**config.mk**
```make
export PLATFORM = sky130hd
export DESIGN_NAME = interface_botoes
export DESIGN_NICKNAME = d
export VERILOG_FILES = /design/src/rtl/interface_botoes_pkg.sv /design/src/rtl/interface_botoes_sincronizador_2ff.sv /design/src/rtl/interface_botoes.sv
export SDC_FILE = /design/constraint.sdc
export NUM_CORES = 1
export LEC_CHECK = 0
export CORE_ASPECT_RATIO = 1.75
export CORE_MARGIN = 2
export CORE_UTILIZATION = 55
export CTS_CLUSTER_DIAMETER = 100
export DETAILED_ROUTE_END_ITERATION = 10
export GPL_TIMING_DRIVEN = 0
export PLACE_DENSITY = 0.75
export SLEW_MARGIN = 30
export SYNTH_ARGS = -nofsm -noshare
export SYNTH_HDL_FRONTEND = slang
export SYNTH_HIERARCHICAL = 1
export SYNTH_SLANG_ARGS = --single-unit
```
**constraint.sdc**
```tcl
create_clock -name clock -period 2.3 [get_ports clock]
set_input_delay 0.575 -clock clock [delete_from_list [all_inputs] [get_ports clock]]
set_output_delay 0.575 -clock clock [all_outputs]
set_load 0.01 [all_outputs]
```
**src/rtl/interface_botoes_pkg.sv**
```systemverilog
// Shared definitions for the button front end: FSM state encoding and
// small combinational helpers on the four-bit button vector.
package interface_botoes_pkg;

    localparam int NUM_BOTOES = 4;

    // State encoding also drives the debug display through db_estado,
    // so these values are part of the external interface.
    typedef enum logic [1:0] {
        LIVRE  = 2'd0,
        FILTRA = 2'd1,
        PULSO  = 2'd2,
        SEGURA = 2'd3
    } estado_t;

    localparam logic [1:0] ESTADO_LIVRE  = 2'd0;
    localparam logic [1:0] ESTADO_FILTRA = 2'd1;
    localparam logic [1:0] ESTADO_PULSO  = 2'd2;
    localparam logic [1:0] ESTADO_SEGURA = 2'd3;

    // True when exactly one button is pressed.
    function automatic logic eh_one_hot(input logic [NUM_BOTOES-1:0] v);
        logic nao_zero;
        logic um_bit;
        nao_zero = (v != 4'b0000);
        um_bit   = ((v & (v - 4'd1)) == 4'b0000);
        return nao_zero && um_bit;
    endfunction

    // True when no button is pressed.
    function automatic logic eh_livre(input logic [NUM_BOTOES-1:0] v);
        return (v == 4'b0000);
    endfunction

    // Widens the two-bit state into the four-bit debug display code.
    function automatic logic [3:0] codigo_display(input estado_t e);
        return {2'b00, e};
    endfunction

endpackage

```
**src/rtl/interface_botoes_sincronizador_2ff.sv**
```systemverilog
// Two-flop synchroniser for asynchronous level inputs; each bit is
// synchronised independently and both stages clear to zero on reset.
module sincronizador_2ff #(
    parameter int WIDTH = 4
) (
    input  logic             clock,
    input  logic             reset,
    input  logic [WIDTH-1:0] dado_i,
    output logic [WIDTH-1:0] dado_o
);

    logic [WIDTH-1:0] estagio1_q;
    logic [WIDTH-1:0] estagio2_q;

    // Two register stages to settle metastability before the FSM sees the level.
    always_ff @(posedge clock or posedge reset) begin
        if (reset) begin
            estagio1_q <= {WIDTH{1'b0}};
            estagio2_q <= {WIDTH{1'b0}};
        end else begin
            estagio1_q <= dado_i;
            estagio2_q <= estagio1_q;
        end
    end

    assign dado_o = estagio2_q;

endmodule

```
**src/rtl/interface_botoes.sv**
```systemverilog
// Button front end for the game controller: synchronises and debounces the
// four player buttons, emits one jogada pulse per accepted press with its
// one-hot code, and runs the sticky play-timeout counter.
module interface_botoes
    import interface_botoes_pkg::*;
#(
    parameter int DEBOUNCE_CYCLES = 50000,
    parameter int TIMEOUT_CYCLES  = 5000
) (
    input  logic       clock,
    input  logic       reset,
    input  logic [3:0] botoes,
    input  logic       conta_timeout,
    input  logic       zera_timeout,
    output logic       jogada,
    output logic [3:0] jogada_codigo,
    output logic       timeout,
    output logic [3:0] db_estado
);

    localparam int DB_W = $clog2(DEBOUNCE_CYCLES);
    localparam int TO_W = $clog2(TIMEOUT_CYCLES);

    localparam logic [DB_W-1:0] DB_ULTIMO = DB_W'(DEBOUNCE_CYCLES - 1);
    localparam logic [TO_W-1:0] TO_ULTIMO = TO_W'(TIMEOUT_CYCLES - 1);

    logic [3:0]      botoes_s;
    logic            jogada_s;

    estado_t         estado_q;
    logic [DB_W-1:0] cnt_q;
    logic [3:0]      cand_q;
    logic [3:0]      codigo_q;

    logic [TO_W-1:0] timer_q;
    logic [TO_W-1:0] timer_d;
    logic            timeout_q;
    logic            timeout_d;

    sincronizador_2ff #(
        .WIDTH (4)
    ) u_sinc (
        .clock  (clock),
        .reset  (reset),
        .dado_i (botoes),
        .dado_o (botoes_s)
    );

    // Press FSM with shared debounce counter; the counter is cleared on
    // every state entry so FILTRA and SEGURA each start from zero.
    always_ff @(posedge clock or posedge reset) begin
        if (reset) begin
            // Starting in SEGURA ignores any button held across reset.
            estado_q <= SEGURA;
            cnt_q    <= {DB_W{1'b0}};
            cand_q   <= 4'b0000;
            codigo_q <= 4'b0000;
        end else begin
            case (estado_q)
                LIVRE: begin
                    cnt_q <= {DB_W{1'b0}};
                    if (eh_livre(botoes_s)) begin
                        estado_q <= LIVRE;
                    end else if (eh_one_hot(botoes_s)) begin
                        cand_q   <= botoes_s;
                        estado_q <= FILTRA;
                    end else begin
                        // Chords never produce a play; wait for full release.
                        estado_q <= SEGURA;
                    end
                end
                FILTRA: begin
                    if (botoes_s != cand_q) begin
                        estado_q <= LIVRE;
                        cnt_q    <= {DB_W{1'b0}};
                    end else if (cnt_q == DB_ULTIMO) begin
                        // Code is loaded together with the PULSO entry so it
                        // is already valid while jogada is high.
                        estado_q <= PULSO;
                        cnt_q    <= {DB_W{1'b0}};
                        codigo_q <= cand_q;
                    end else begin
                        cnt_q <= cnt_q + {{(DB_W-1){1'b0}}, 1'b1};
                    end
                end
                PULSO: begin
                    estado_q <= SEGURA;
                    cnt_q    <= {DB_W{1'b0}};
                end
                SEGURA: begin
                    if (!eh_livre(botoes_s)) begin
                        cnt_q <= {DB_W{1'b0}};
                    end else if (cnt_q == DB_ULTIMO) begin
                        estado_q <= LIVRE;
                        cnt_q    <= {DB_W{1'b0}};
                    end else begin
                        cnt_q <= cnt_q + {{(DB_W-1){1'b0}}, 1'b1};
                    end
                end
                default: begin
                    estado_q <= SEGURA;
                    cnt_q    <= {DB_W{1'b0}};
                end
            endcase
        end
    end

    assign jogada_s = (estado_q == PULSO);

    // Timeout next-state: clear requests beat a play, a play beats counting,
    // and the timer stops at its terminal value once the sticky flag is set.
    always_comb begin
        timer_d   = timer_q;
        timeout_d = timeout_q;
        if (zera_timeout) begin
            timer_d   = {TO_W{1'b0}};
            timeout_d = 1'b0;
        end else if (jogada_s) begin
            timer_d   = {TO_W{1'b0}};
            timeout_d = 1'b0;
        end else if (conta_timeout && !timeout_q) begin
            if (timer_q == TO_ULTIMO) begin
                timeout_d = 1'b1;
            end else begin
                timer_d = timer_q + {{(TO_W-1){1'b0}}, 1'b1};
            end
        end else begin
            timer_d   = timer_q;
            timeout_d = timeout_q;
        end
    end

    // Timeout counter and sticky flag registers.
    always_ff @(posedge clock or posedge reset) begin
        if (reset) begin
            timer_q   <= {TO_W{1'b0}};
            timeout_q <= 1'b0;
        end else begin
            timer_q   <= timer_d;
            timeout_q <= timeout_d;
        end
    end

    assign jogada        = jogada_s;
    assign jogada_codigo = codigo_q;
    assign timeout       = timeout_q;
    assign db_estado     = codigo_display(estado_q);

endmodule

```
Word-level counts from Yosys, hierarchy flattened
Index checks and enable logic that the tools add are counted.

storage, ports and cells
  output and inout bits = 10
  word-level logic and storage cells = 58
  register bits = 48

operators by class
  eq/ne operators = 10
  reductions and logical operators = 15
  add/sub/neg operators = 3
  mux-type cells = 19
  bitwise operators = 3

operator list
  cell                                                  count
  two-way mux 13 bit                                    4
  two-way mux 16 bit                                    3
  one-hot mux 16 bit (3 select lines)                   1
  adder 16 x 1 -> 16 bit (second input constant)        1
  equality test 16 bit (second input constant)          1
  adder 13 x 1 -> 13 bit (second input constant)        1
  equality test 13 bit (second input constant)          1
  two-way mux 2 bit                                     6
  AND reduction 3 bit                                   3
  zero test 4 bit                                       2
  one-hot mux 2 bit (4 select lines)                    1
  inequality test 3 bit (second input constant)         2
  nonzero test 3 bit                                    2
  AND 4 bit                                             1
  equality test 2 bit (second input constant)           2
  two-way mux 1 bit                                     4
  inequality test 2 bit (second input constant)         2
  inequality test 4 bit                                 1
  AND reduction 2 bit                                   2
  nonzero test 4 bit                                    1
  subtractor 4 x 1 -> 4 bit (second input constant)     1
  equality test 2 x 1 -> 1 bit (second input constant)  1
  logical AND 1 bit                                     2
  zero test 2 bit                                       1
  3 further kinds                                       4

Longest topological paths before layout
  depth after elaboration = 7
  gate-level depth with buffers = 6

By module
The synthesis kept the hierarchy.

modules (own cells, without submodules)
  module             sequential area each (sq um)  area an instance (sq um)  instances  cells each
  interface_botoes   1,003.5                       2,304.7                   1          240
  sincronizador_2ff  200.2                         203.9                     1          9

Least setup slack after synthesis
OpenSTA, ideal clock, no wires.

  kind = register -> register
  start = register estado_q[1]
  end = register timeout_q (netlist: timeout)
  cell stages (with the launch flop) = 6
  library setup time = 0.132 ns
  data arrival time = 1.626 ns
  period minus slack after synthesis = 1.758 ns
  path buffers = 2
  required time = 2.168 ns
  path slack = 0.542 ns
  path through = dfstp_2 -> clkbuf_1 -> nor2b_1 -> or2_2 -> clkbuf_1 -> nor2_1

between the ends
  longest elaborated chain between the ends = 3
  elaborated cells between the ends (all ways) = 6

RTL lines
  what                                                                              line                     source
  start: declaration                                                                interface_botoes.sv:30   estado_t estado_q;
  start signal: assignment                                                          interface_botoes.sv:54   estado_q <= SEGURA;
  start signal: assignment                                                          interface_botoes.sv:63   estado_q <= LIVRE;
  start signal: assignment                                                          interface_botoes.sv:66   estado_q <= FILTRA;
  equality test 2 bit *                                                             interface_botoes.sv:108  assign jogada_s = (estado_q == PULSO);
  net jogada                                                                        interface_botoes.sv:15   output logic jogada,
  nonzero test 3 bit (no source line) / two-way mux 1 bit (equally long branches)   -
  AND reduction 2 bit (no source line) / two-way mux 1 bit (equally long branches)  -
  end signal: assignment                                                            interface_botoes.sv:140  timeout_q <= timeout_d;
  end: declaration                                                                  interface_botoes.sv:37   logic timeout_q;

The timed path passes the listed nets; every way through them passes the cells marked *.
A chain may end at the register's enable or synchronous reset.

Worst setup path after layout
  start = register estado_q[1]
  end = output port jogada

between the ends
  longest elaborated chain between the ends = 1

RTL lines
  what                 line
  equality test 2 bit  interface_botoes.sv:108
  end: declaration     interface_botoes.sv:15

No other way between the ends.

==> load_flow_metrics.sql <==
INSERT INTO impl_metrics (metric_group, metric, value, unit) VALUES
('logic_synthesis', 'synthCells', '249', ''),
('clock_network', 'cts-hold-fix-buffers', '0', ''),
('floorplanning', 'pin_count', '18', ''),
('detailed_routing', 'vias_per_cell', '6.05', ''),
('global_routing', 'grt_use_met2', '38.6', '%'),
('outcome', 'outcome', 'completed', ''),
('worst_setup_path', 'path_cells', 'nor2b_2 -> clkdlybuf4s50_1', ''),
('final_layout', 'finalInstanceArea', '2850', 'um2'),
('floorplanning', 'core_area', '4400', 'um2'),
('power', 'power_report.internal_total', '0.00120', 'W'),
('power', 'sw_frac_of_total', '25.3', '%'),
('job', 'maxCapViolCount', '0', ''),
('power', 'flop_pwr_share', '56.1', '%'),
('worst_setup_path', 'critical_path_peak_fanout', '4', ''),
('clock_network', 'htree_num_levels', '2', ''),
('final_layout', 'layout.filler_cells', '362', ''),
('detailed_routing', 'ant_nets', '0', ''),
('detailed_routing', 'routed_wire_length_per_instance', '15.3', 'um'),
('final_layout', 'drive_gt1_share', '9.89', '%'),
('global_routing', 'antenna_found_initial', '0', ''),
('clock_network', 'clock-root-buffer', 'sky130_fd_sc_hd__clkbuf_8', ''),
('final_layout', 'insertedDiodeCount', '0', ''),
('worst_setup_path', 'cpMaxStageDelayCell', 'sky130_fd_sc_hd__clkdlybuf4s50_1', ''),
('global_routing', 'grt_pass1_wl', '8220', 'um'),
('place', 'post-place-ws', '44.2', 'ps'),
('clock_network', 'cts_num_sinks', '48', ''),
('sta', 'final-max-slew-violation-count', '0', ''),
('sta', 'grt_setup_unrepaired', 'no', ''),
('global_routing', 'use_met3', '4.31', '%'),
('floorplanning', 'area_of_the_die', '5140', 'um2'),
('worst_setup_path', 'critical_path.top_delay_family', 'buffers and inverters', ''),
('sta', 'clock_skew', '10.6', 'ps'),
('global_routing', 'gr_util_met1', '23.7', '%'),
('sta', 'maxSlewHeadroom', '57.7', '%'),
('detailed_routing', 'drc_errors', '0', ''),
('power', 'leakagePower', '1.12', 'nW'),
('power', 'switchingPower', '0.000406', 'W'),
('sta', 'hold_viol', '0', ''),
('place', 'post-place-cells', '317', ''),
('sta', 'timing_worst_slew_pin_value', '635', 'ps'),
('logic_synthesis', 'netlist-cell-type-count', '56', ''),
('power', 'totalPowerFinal', '0.00160', 'W'),
('worst_setup_path', 'type_of_destination_of_the_critical_path', 'primary output', ''),
('logic_synthesis', 'synth_seq_area_share', '48.0', '%'),
('power', 'p_comb_share', '12.2', '%'),
('detailed_routing', 'route.vias.total', '1959', ''),
('place', 'placement.io_buffers', '15', ''),
('clock_network', 'clock_tree.buffer_depth', '2', ''),
('sta', 'final-setup-viol-count', '0', ''),
('worst_setup_path', 'crit_required', '1730', 'ps'),
('power', 'power.share.clock', '31.8', '%'),
('global_routing', 'grt_max_degree', '22', ''),
('clock_network', 'clk_latency', '300', 'ps'),
('clock_network', 'tritoncts', 'yes', ''),
('sta', 'period_minus_slack', '2180', 'ps'),
('global_routing', 'grt_most_used_layer', 'met2', ''),
('worst_setup_path', 'worst-endpoint-arrival', '1610', 'ps'),
('logic_synthesis', 'synth.cell_area', '2510', 'um2'),
('clock_network', 'worst_setup_hold_path_clk_slew', '80', 'ps'),
('global_routing', 'grt_overflow', '0', ''),
('worst_setup_path', 'launching_element_type_of_the_critical_path', 'flip-flop', ''),
('sta', 'maxClockFrequency', '458', 'MHz'),
('worst_setup_path', 'path_class', 'reg2out', ''),
('sta', 'layout_setup_ws', '119', 'ps'),
('place', 'placedInstanceArea', '2750', 'um2'),
('detailed_routing', 'drtIter0Drc', '59', ''),
('clock_network', 'numCtsBuffers', '5', ''),
('power', 'power.density', '563', 'nW/um2'),
('detailed_routing', 'drt_wl_total', '4950', 'um'),
('sta', 'layout_worst_path_cycle_share', '94.8', '%'),
('place', 'gpl_wtd_cong', '0.897', '');
==> logic make-up after synthesis <==
logic type / Yosys count / synth area share [%]
xor+xnor: 23 / 8.03
compound gates: 38 / 9.93
flops: 48 / 48.0
buf+inv: 21 / 3.94
fa+ha+maj: 2 / 0.997
other cells: 1 / 0.149
mux: 5 / 2.19
simple gates: 111 / 26.8
==> layout make-up <==
cell class / instances / area, um2 / area share [%]
clock buffers: 7 / 86.3 / 3.03
multi-input cells: 181 / 1210 / 42.5
well taps: 51 / 63.8 / 2.24
clock inverters: 1 / 7.51 / 0.263
inverters: 6 / 22.5 / 0.790
repair buffers: 17 / 185 / 6.50
plain buffers: 13 / 68.8 / 2.41
flip-flops and latches: 48 / 1200 / 42.2
==> per-stage QoR <==
stage / hold slack (ps) / utilization (%)
final: 356 / 64.7
after CTS: 357 / 64.5
after global routing: 369 / 64.7
after detailed placement: 337 / 62.5
after floorplan: 331 / -
after global placement: 333 / 61.9
==> Yosys cell counts, drive strengths merged, types with 5 or more instances <==
library cell | instances | share of area (%)
nand3 | 12 | 2.4
nor3 | 23 | 4.6
a21oi | 12 | 2.4
buf | 9 | 2.1
dfrtp | 46 | 46
nor4 | 7 | 3.2
clkbuf | 6 | 0.90
o21ai | 8 | 1.6
inv | 6 | 0.90
xor2 | 11 | 3.8
or3 | 5 | 1.2
nand4 | 7 | 1.7
nor2 | 11 | 1.6
xnor2 | 12 | 4.2
or4 | 5 | 1.6
nand2 | 16 | 2.4
==> worst paths after layout <==
check | from | to | slack, ps | depth (start not counted)
min in group asynchronous | reset | u_sinc/estagio1_q[0]$_DFF_PP0_ | 560 | 2
setup reg to reg | u_sinc/dado_o[0]$_DFF_PP0_ | cnt_q[5]$_DFF_PP0_ | 330 | 6
setup / recovery | estado_q[1]$_DFFE_PP1P_ | jogada | 120 | 2
hold / removal | u_sinc/estagio1_q[3]$_DFF_PP0_ | u_sinc/dado_o[3]$_DFF_PP0_ | 360 | 0
max in group asynchronous | reset | estado_q[1]$_DFFE_PP1P_ | 1110 | 3
hold reg to reg | u_sinc/estagio1_q[3]$_DFF_PP0_ | u_sinc/dado_o[3]$_DFF_PP0_ | 360 | 0
==> timing repair <==
item	CTS	global route
resized for setup	1	0
pin swaps	0	0
setup buffers	0	1
setup endpoints to repair	1	1
==> layout by cell type (no fill, tap or decap), types with 3 or more instances in the layout <==
cell type                         count
sky130_fd_sc_hd__nor4_1               4
sky130_fd_sc_hd__or4_1                4
sky130_fd_sc_hd__nand3_1             12
sky130_fd_sc_hd__buf_4                3
sky130_fd_sc_hd__inv_1                5
sky130_fd_sc_hd__a21oi_1             12
sky130_fd_sc_hd__or3_1                5
sky130_fd_sc_hd__nor3_1              23
sky130_fd_sc_hd__mux2_1               4
sky130_fd_sc_hd__and3_1               4
sky130_fd_sc_hd__xor2_1              11
sky130_fd_sc_hd__o21ai_0              6
sky130_fd_sc_hd__clkdlybuf4s50_1     15
sky130_fd_sc_hd__nor2_1              11
sky130_fd_sc_hd__xnor2_1             12
sky130_fd_sc_hd__clkbuf_1             5
sky130_fd_sc_hd__buf_2                4
sky130_fd_sc_hd__clkbuf_8             6
sky130_fd_sc_hd__o31ai_1              4
sky130_fd_sc_hd__nand4_1              7
sky130_fd_sc_hd__nand2_1             16
sky130_fd_sc_hd__dfrtp_1             46
sky130_fd_sc_hd__nor4b_1              3
==> routing by layer <==
layer | share of wire, % | routed length (um)
met5 | 0 | 0
met4 | 2.1 | 104
met3 | 3.1 | 154
met2 | 55 | 2730
met1 | 40 | 1960
==> state kept, by name (all words and copies together), names as in the netlist <==
signal / cells
cand_q: 4
cnt_q: 16
estado_q: 2
jogada_codigo: 4
timeout: 1
timer_q: 13
u_sinc/dado_o: 4
u_sinc/estagio1_q: 4
==> power by group through the flow <==
stage	logic (W)	registers, W	clock network [W]
2_1_floorplan	0.000130	0.000906	0
3_3_place_gp	0.000194	0.000906	0
6_report	0.000195	0.000899	0.000510
5_1_grt	0.000219	0.000906	0.000566
4_1_cts	0.000188	0.000906	0.000528
3_5_place_dp	0.000204	0.000907	0
(Power assumes the default switching activity.)
